## src/rtl/instr_decode_stage.sv

```systemverilog
// Decode stage: splits raw instruction words into opcode, register indices,
// sign-extended immediate and control strobes. Holds one registered bundle
// plus a one-entry skid register, so in_ready comes only from local state.
module instr_decode_stage #(
  parameter int XLEN   = 32,
  parameter int REG_AW = 5,
  parameter int CNT_W  = 16
) (
  input  logic              clk,
  input  logic              rst,
  input  logic              flush,
  input  logic              in_valid,
  output logic              in_ready,
  input  logic [31:0]       in_instr,
  output logic              out_valid,
  input  logic              out_ready,
  output logic [3:0]        out_op,
  output logic [REG_AW-1:0] out_ra,
  output logic [REG_AW-1:0] out_rb,
  output logic [REG_AW-1:0] out_rc,
  output logic [XLEN-1:0]   out_imm,
  output logic              out_reg_write,
  output logic              out_mem_read,
  output logic              out_mem_write,
  output logic              out_branch,
  output logic              out_jump,
  output logic              out_illegal,
  output logic [CNT_W-1:0]  dec_count
);

  typedef enum logic [1:0] {EMPTY, ONE, FULL} state_t;

  typedef struct packed {
    logic [3:0]        op;
    logic [REG_AW-1:0] ra;
    logic [REG_AW-1:0] rb;
    logic [REG_AW-1:0] rc;
    logic [XLEN-1:0]   imm;
    logic              reg_write;
    logic              mem_read;
    logic              mem_write;
    logic              branch;
    logic              jump;
    logic              illegal;
  } bundle_t;

  state_t           state_reg, state_next;
  bundle_t          or_reg, sk_reg, dec;
  logic             rdy_reg;
  logic [CNT_W-1:0] cnt_reg;
  logic             in_xfer, out_xfer;
  logic             load_or_dec, load_or_sk, load_sk;

  assign in_ready = rdy_reg;
  assign out_valid = (state_reg != EMPTY);
  assign in_xfer  = in_valid && rdy_reg;
  assign out_xfer = out_valid && out_ready;

  // Combinational decode of the incoming word; fields unused by an opcode stay 0
  always_comb begin
    dec    = '0;
    dec.op = in_instr[31:28];
    case (in_instr[31:28])
      4'd0, 4'd1, 4'd2, 4'd3, 4'd4, 4'd5, 4'd6: begin
        dec.ra        = in_instr[27:23];
        dec.rb        = in_instr[22:18];
        dec.rc        = in_instr[17:13];
        dec.reg_write = 1'b1;
      end
      4'd7: begin // LW: rb field is reused as the upper offset bits
        dec.ra        = in_instr[27:23];
        dec.rc        = in_instr[17:13];
        dec.imm       = {{(XLEN-18){in_instr[22]}}, in_instr[22:18], in_instr[12:0]};
        dec.reg_write = 1'b1;
        dec.mem_read  = 1'b1;
      end
      4'd8: begin // SW
        dec.ra        = in_instr[27:23];
        dec.rb        = in_instr[22:18];
        dec.imm       = {{(XLEN-18){in_instr[17]}}, in_instr[17:0]};
        dec.mem_write = 1'b1;
      end
      4'd9, 4'd10, 4'd11: begin // BEQ / BLT / BLE
        dec.ra     = in_instr[27:23];
        dec.rb     = in_instr[22:18];
        dec.imm    = {{(XLEN-18){in_instr[17]}}, in_instr[17:0]};
        dec.branch = 1'b1;
      end
      4'd12: begin // JMP
        dec.imm  = {{(XLEN-28){in_instr[27]}}, in_instr[27:0]};
        dec.jump = 1'b1;
      end
      4'd13: begin // NOP: everything stays zero
      end
      default: begin // opcodes 14/15 still travel downstream so execute can trap
        dec.illegal = 1'b1;
      end
    endcase
  end

  // Next-state and register-load selection for the output/skid pair
  always_comb begin
    state_next  = state_reg;
    load_or_dec = 1'b0;
    load_or_sk  = 1'b0;
    load_sk     = 1'b0;
    if (flush) begin
      state_next = EMPTY;
    end else begin
      case (state_reg)
        EMPTY: begin
          if (in_xfer) begin
            state_next  = ONE;
            load_or_dec = 1'b1;
          end
        end
        ONE: begin
          if (in_xfer && out_xfer) begin
            load_or_dec = 1'b1;
          end else if (in_xfer) begin
            state_next = FULL;
            load_sk    = 1'b1;
          end else if (out_xfer) begin
            state_next = EMPTY;
          end
        end
        FULL: begin
          if (out_xfer) begin
            state_next = ONE;
            load_or_sk = 1'b1;
          end
        end
        default: state_next = EMPTY;
      endcase
    end
  end

  // State, bundle storage, registered ready and transfer counter
  always_ff @(posedge clk) begin
    if (rst) begin
      state_reg <= EMPTY;
      or_reg    <= '0;
      sk_reg    <= '0;
      rdy_reg   <= 1'b0;
      cnt_reg   <= '0;
    end else begin
      state_reg <= state_next;
      rdy_reg   <= (state_next != FULL);
      if (out_xfer) cnt_reg <= cnt_reg + CNT_W'(1);
      if (load_or_dec) or_reg <= dec;
      else if (load_or_sk) or_reg <= sk_reg;
      if (load_sk) sk_reg <= dec;
    end
  end

  assign out_op        = or_reg.op;
  assign out_ra        = or_reg.ra;
  assign out_rb        = or_reg.rb;
  assign out_rc        = or_reg.rc;
  assign out_imm       = or_reg.imm;
  assign out_reg_write = or_reg.reg_write;
  assign out_mem_read  = or_reg.mem_read;
  assign out_mem_write = or_reg.mem_write;
  assign out_branch    = or_reg.branch;
  assign out_jump      = or_reg.jump;
  assign out_illegal   = or_reg.illegal;
  assign dec_count     = cnt_reg;

endmodule
```

## config.mk

```make
export PLATFORM = sky130hd
export DESIGN_NAME = instr_decode_stage
export DESIGN_NICKNAME = d
export VERILOG_FILES = /design/src/rtl/instr_decode_stage.sv
export SDC_FILE = /design/constraint.sdc
export NUM_CORES = 1
export LEC_CHECK = 0
export CAP_MARGIN = 10
export CORE_MARGIN = 1.5
export CORE_UTILIZATION = 50
export CTS_CLUSTER_DIAMETER = 120
export DETAILED_ROUTE_END_ITERATION = 7
export PLACE_DENSITY = 0.79
export SLEW_MARGIN = 30
export SYNTH_ARGS = -nofsm -noshare
export SYNTH_HDL_FRONTEND = slang
export SYNTH_SLANG_ARGS = --single-unit
```

## constraint.sdc

```tcl
create_clock -name clk -period 1.8 [get_ports clk]
set_input_delay 0.27 -clock clk [delete_from_list [all_inputs] [get_ports clk]]
set_output_delay 0.27 -clock clk [all_outputs]
set_load 0.05 [all_outputs]
```

# [Yosys cells after proc, flatten, opt, wreduce, memory -nomap -nowiden]
# Cells that the tools add are included.
[word_totals] regBits=133 inputBits=37 out_inout_bits=75 wordCells=84
[classes] add_sub_neg=1 eq_ne=16 mux=29 n_reduce_logical=13
[op_table] operator="$mux 57" count=2
[op_table] operator="$pmux 32 s3" count=1
[op_table] operator="$eq 4x4->1 const B" count=6
[op_table] operator="$add 16x1->16 const B" count=1
[op_table] operator="$eq 4x3->1 const B" count=4
[op_table] operator="$mux 1" count=15
[op_table] operator="$mux 5" count=3
[op_table] operator="$reduce_or 14->1" count=1
[op_table] operator="$mux 2" count=6
[op_table] operator="$reduce_or 12->1" count=1
[op_table] operator="$reduce_or 11->1" count=1
[op_table] operator="$eq 4x2->1 const B" count=2
[op_table] operator="$reduce_or 8->1" count=1
[op_table] operator="$pmux 2 s3" count=1
[op_table] operator="$eq 4x1->1 const B" count=1
[op_table] operator="$logic_not 4->1" count=1
[op_table] operator="$reduce_bool 2->1" count=2
[op_table] operator="$reduce_or 4->1" count=1
[op_table] operator="$logic_and 1x1->1" count=3
[op_table] operator="$reduce_or 3->1" count=1
[op_table] operator="$eq 2x1->1 const B" count=1
[op_table] operator="$eq 2x2->1 const B" count=1
[op_table] operator="$logic_not 2->1" count=1
[op_table] operator="$ne 2x2->1 const B" count=1
[op_table] operator="$pmux 1 s2" count=1

# [Longest topological paths before layout]
[depth] ltp_word=8 mapped_depth=8 mapped_depth_nobuf=5

# [Worst setup path after synthesis]
# OpenSTA, ideal clock, no wires.
[synth_path] path_kind="reg-to-reg" startpoint="reg cnt_reg[4] (netlist: dec_count[4])" endpoint="reg cnt_reg[13] (netlist: dec_count[13])" setup_ps=121 arrival_time_ps=1716 required_time_ps=1679 path_slack_ps=-37 stages_incl_launch_ff=5 path_buffers=0 synth_period_minus_slack_ps=1837 path_cell_list="dfxtp_1 nand4_4 nor4_4 nand3_1 mux2_2"
[synth_between] elab_chain_cells=1
[synth_rtl] element="from (decl)" line="50" source="logic [CNT_W-1:0] cnt_reg;"
[synth_rtl] element="from (signal assigned)" line="149" source="if (out_xfer) cnt_reg <= cnt_reg + CNT_W'(1);"
[synth_rtl] element="$add 16x1->16" line="149"
# Every way passes these cells.
# A chain may end at the register's enable or synchronous reset.

# [Worst setup path in the final report]
[layout_path] startpoint="reg cnt_reg[7] (netlist: dec_count[7])" endpoint="out dec_count[7]"
[layout_rtl] element="to (decl)" line="28" source="output logic [CNT_W-1:0] dec_count"
# No word-level cell between the ends.

==> metrics.txt <==
# TYPE chip_impl_metric gauge
chip_impl_metric{name="internal_power_of_the_cells",unit="µW"} 5190
chip_impl_metric{name="post_dp_cell_area",unit="µm²"} 6610
chip_impl_metric{name="cellLeakagePower",unit="µW"} 0.00278
chip_impl_metric{name="pwr_density_cell",unit="nW/µm²"} 955
chip_impl_metric{name="cts_sinks",unit=""} 125
chip_impl_metric{name="ys_seq_elements",unit=""} 125
chip_impl_metric{name="synth.yosys.warnings",unit=""} 0
chip_impl_metric{name="hold_viol",unit=""} 0
chip_impl_info{name="largest_delay_share_family_worst_path",value="buffers and inverters"} 1
chip_impl_info{name="netlist.top_cell.by_area",value="sky130_fd_sc_hd__dfxtp_1"} 1
chip_impl_metric{name="largest_register_ffs",unit=""} 53
chip_impl_metric{name="seqPwrFrac",unit="%"} 41.3
chip_impl_metric{name="antennaDiodeCount",unit=""} 0
chip_impl_metric{name="post-route-period-util",unit="%"} 94.7
chip_impl_metric{name="number_of_ports_placed_on_the_die_boundary",unit=""} 112
chip_impl_metric{name="dp.final_hpwl",unit="µm"} 9410
chip_impl_metric{name="total_switching_power",unit="µW"} 1660
chip_impl_metric{name="swShare",unit="%"} 24.3
chip_impl_metric{name="synth.top_cell.area_share",unit="%"} 47.7
chip_impl_metric{name="power.share.combinational",unit="%"} 8.9
chip_impl_metric{name="initialDrtViolationCount",unit=""} 339
chip_impl_metric{name="die_area",unit="µm²"} 11100
chip_impl_metric{name="drc_violations_left",unit=""} 0
chip_impl_metric{name="cp_data_arrival_time",unit="ns"} 1.43
chip_impl_metric{name="vdd.ir_drop.worst",unit="mV"} 0.815
chip_impl_info{name="clk_root_buffer_cell",value="sky130_fd_sc_hd__clkbuf_8"} 1
chip_impl_metric{name="max_slew.worst_pin.slew",unit="ns"} 0.510
chip_impl_info{name="critical_path.slowest_cell",value="sky130_fd_sc_hd__dlygate4sd2_1"} 1
chip_impl_metric{name="synthesis.area",unit="µm²"} 5250
chip_impl_metric{name="finalWorstPathRequiredPeriod",unit="ns"} 1.70
chip_impl_metric{name="buffer_ports.inserted",unit=""} 111
chip_impl_metric{name="synthDistinctLibCells",unit=""} 57
chip_impl_metric{name="wl_met2",unit="µm"} 6850
chip_impl_metric{name="timing.max_slew.rel_slack",unit="%"} 66.1
chip_impl_info{name="holdCritPathClass",value="in -> reg"} 1
chip_impl_metric{name="final_cell_area",unit="µm²"} 7180
chip_impl_metric{name="post-cts-setup-buffers",unit=""} 0
chip_impl_metric{name="grt_pass1_vias",unit=""} 4778
chip_impl_metric{name="cts_buffer_depth",unit=""} 2
chip_impl_metric{name="final_max_slew_viol_count",unit=""} 0
chip_impl_metric{name="syn_area_per_cell",unit="µm²"} 9.16
chip_impl_info{name="criticalPathCategory",value="reg -> out"} 1
chip_impl_metric{name="total_neg_setup_slack",unit="ns"} 0
chip_impl_metric{name="worst_path_buf_inv",unit=""} 1
chip_impl_info{name="worst_setup_path_end_kind",value="output port"} 1
chip_impl_metric{name="hold_buffers",unit=""} 0
chip_impl_info{name="top_layer",value="met4"} 1
chip_impl_info{name="ys_top_cells_by_area",value="sky130_fd_sc_hd__dfxtp_1 (48%), sky130_fd_sc_hd__nand2_1 (5.9%), sky130_fd_sc_hd__a21oi_1 (5.8%)"} 1
chip_impl_info{name="setup_repair_after_global_routing_missed_its_margin",value="false"} 1
chip_impl_metric{name="synth_edf_count",unit=""} 0
chip_impl_metric{name="share_of_post_route_cells_with_drive_strength_above_1",unit="%"} 21.6
chip_impl_metric{name="clock_skew",unit="ns"} 0.00578
chip_impl_metric{name="synth_async_sr_flop_share",unit="%"} 0
chip_impl_metric{name="critical_path_peak_fanout",unit=""} 5
chip_impl_metric{name="synth_seq_area_share",unit="%"} 47.7
chip_impl_info{name="synth_ff_type",value="sky130_fd_sc_hd__dfxtp_1"} 1
chip_impl_metric{name="grt_max_degree",unit=""} 44
chip_impl_metric{name="first_pass_grt_wire_length",unit="µm"} 22900
chip_impl_metric{name="synth_fp_nets",unit=""} 611
chip_impl_info{name="tritoncts",value="built"} 1
chip_impl_metric{name="cp.required",unit="ns"} 1.53
chip_impl_metric{name="wirelength_met1",unit="µm"} 5820
chip_impl_info{name="series_of_cell_instances_along_the_critical_path",value="dlygate4sd2_1"} 1
chip_impl_metric{name="fin_hold_ws",unit="ns"} 0.0820
chip_impl_metric{name="grt_antenna_before_repair",unit=""} 0
chip_impl_metric{name="power",unit="µW"} 6850
chip_impl_metric{name="clkTransAtPathRegs",unit="ns"} 0.06
chip_impl_metric{name="power_frac_clock",unit="%"} 49.8
chip_impl_metric{name="row_count",unit=""} 37
chip_impl_metric{name="via_count",unit=""} 4922
chip_impl_metric{name="place.gp.congestion",unit=""} 0.836
chip_impl_metric{name="vias_per_cell",unit=""} 5.74
chip_impl_metric{name="synthToLayoutAreaGrowth",unit="%"} 36.7
chip_impl_info{name="final_common_cell",value="sky130_fd_sc_hd__dfxtp_1"} 1
chip_impl_metric{name="placeableCoreArea",unit="µm²"} 10200
chip_impl_metric{name="setup_violations",unit=""} 0
chip_impl_metric{name="fillers",unit=""} 777
chip_impl_metric{name="routedWlPerCell",unit="µm"} 16.3
chip_impl_metric{name="timing.max_cap.violations",unit=""} 0
chip_impl_metric{name="design.final.nets",unit=""} 747
chip_impl_metric{name="initial_core_util",unit="%"} 51.3
chip_impl_info{name="outcome",value="complete, no violations"} 1
chip_impl_metric{name="numCtsBuffers",unit=""} 17
chip_impl_metric{name="level_count_of_the_clock_h_tree",unit=""} 4
chip_impl_metric{name="global_route.overflow_total",unit=""} 0
chip_impl_metric{name="critPathMaxStageDelay",unit="ns"} 0.54
chip_impl_metric{name="die_w",unit="µm"} 105
chip_impl_metric{name="die-height",unit="µm"} 105
chip_impl_metric{name="drt_wl_total",unit="µm"} 14000
chip_impl_metric{name="global_route.usage.total",unit="%"} 25.6
chip_impl_metric{name="ant_nets",unit=""} 0
chip_impl_metric{name="syn-instance-count",unit=""} 573
chip_impl_info{name="layout.cells.most_common_list",value="sky130_fd_sc_hd__dfxtp_1 (121), sky130_fd_sc_hd__buf_4 (91), sky130_fd_sc_hd__nand2_1 (82)"} 1
chip_impl_info{name="cp-start-kind",value="flop"} 1
chip_impl_metric{name="worst_skew_pair.late_latency",unit="ns"} 0.52
chip_impl_metric{name="fmax",unit="MHz"} 587
chip_impl_metric{name="detail_route.first_pass.iterations",unit=""} 6
chip_impl_metric{name="route.met3.wl",unit="µm"} 1060
cells by family after synthesis:
logic type | Yosys count | synth area share (%)
flip-flops | 125 | 47.7
AO/OA/AOI/OAI | 151 | 20.7
AND/OR/NAND/NOR | 214 | 20.2
XOR/XNOR | 13 | 2.17
adder cells (fa/ha/maj) | 1 | 0.238
buffers and inverters | 57 | 6.70
multiplexers | 12 | 2.31
per-layer routing:
metal	up-vias	global-route usage (%)
li1	2344	-
met1	2353	32.1
met2	198	41.6
met3	27	6.80
met4	0	10.8
met5	-	0
power by group through the flow:
stage | sequential [µW] | clock (µW) | combinational, µW
after floorplan | 3000 | 0 | 230
after global placement | 2890 | 0 | 600
after detailed placement | 2890 | 0 | 612
after CTS | 2830 | 3440 | 603
after global routing | 2830 | 3580 | 641
final | 2830 | 3410 | 606
path summary, 6_finish.rpt:
path,cells past startpoint,endpoint,startpoint,slack [ns]
hold reg to reg,2,out_imm[16]$_SDFFE_PP0P_,out_imm[16]$_SDFFE_PP0P_,0.44
setup / recovery,1,dec_count[7],dec_count[7]$_SDFFE_PP0P_,0.1
setup reg to reg,5,out_imm[2]$_SDFFE_PP0P_,state_reg[0]$_SDFF_PP0_,0.13
hold / removal,2,sk_reg[43]$_SDFFE_PP0P_,rst,0.08
per-stage QoR:
stage               instances  utilization (%)  worst slack [ns]
CTS                       857             69.9            0.0400
global route              857             70.1           0.00950
global placement          826             64.6            -0.217
finish                    857             70.1            0.0957
floorplan                 573                -           0.00689
detailed placement        826             64.6            -0.290
timing repair:
item | 4_1_cts | 5_1_grt
hold endpoints to repair | 0 | 0
gates resized for setup | 37 | 6
endpoints found under the setup margin | 37 | 29
pin swaps | 0 | 0
cells in the mapped netlist, types with 11 or more instances:
cell type	instances
sky130_fd_sc_hd__a211oi_1	15
sky130_fd_sc_hd__a21oi_1	61
sky130_fd_sc_hd__a22oi_1	18
sky130_fd_sc_hd__a32oi_1	14
sky130_fd_sc_hd__and2_1	11
sky130_fd_sc_hd__buf_2	17
sky130_fd_sc_hd__buf_4	12
sky130_fd_sc_hd__clkbuf_1	13
sky130_fd_sc_hd__dfxtp_1	125
sky130_fd_sc_hd__mux2i_1	11
sky130_fd_sc_hd__nand2_1	82
sky130_fd_sc_hd__nand3_1	23
sky130_fd_sc_hd__nor2_1	51
cell type report:
type                       instances  area, µm²  area share, %
clock inverter                    13        168           2.34
timing repair buffer             168       1460           20.3
inverter                           6       22.5          0.314
sequential                       125       2510           34.9
multi-input combinational        391       2420           33.8
clock buffer                      18        428           5.96
tap                              136        170           2.37
No activity file was read; power rests on OpenSTA's default activity.
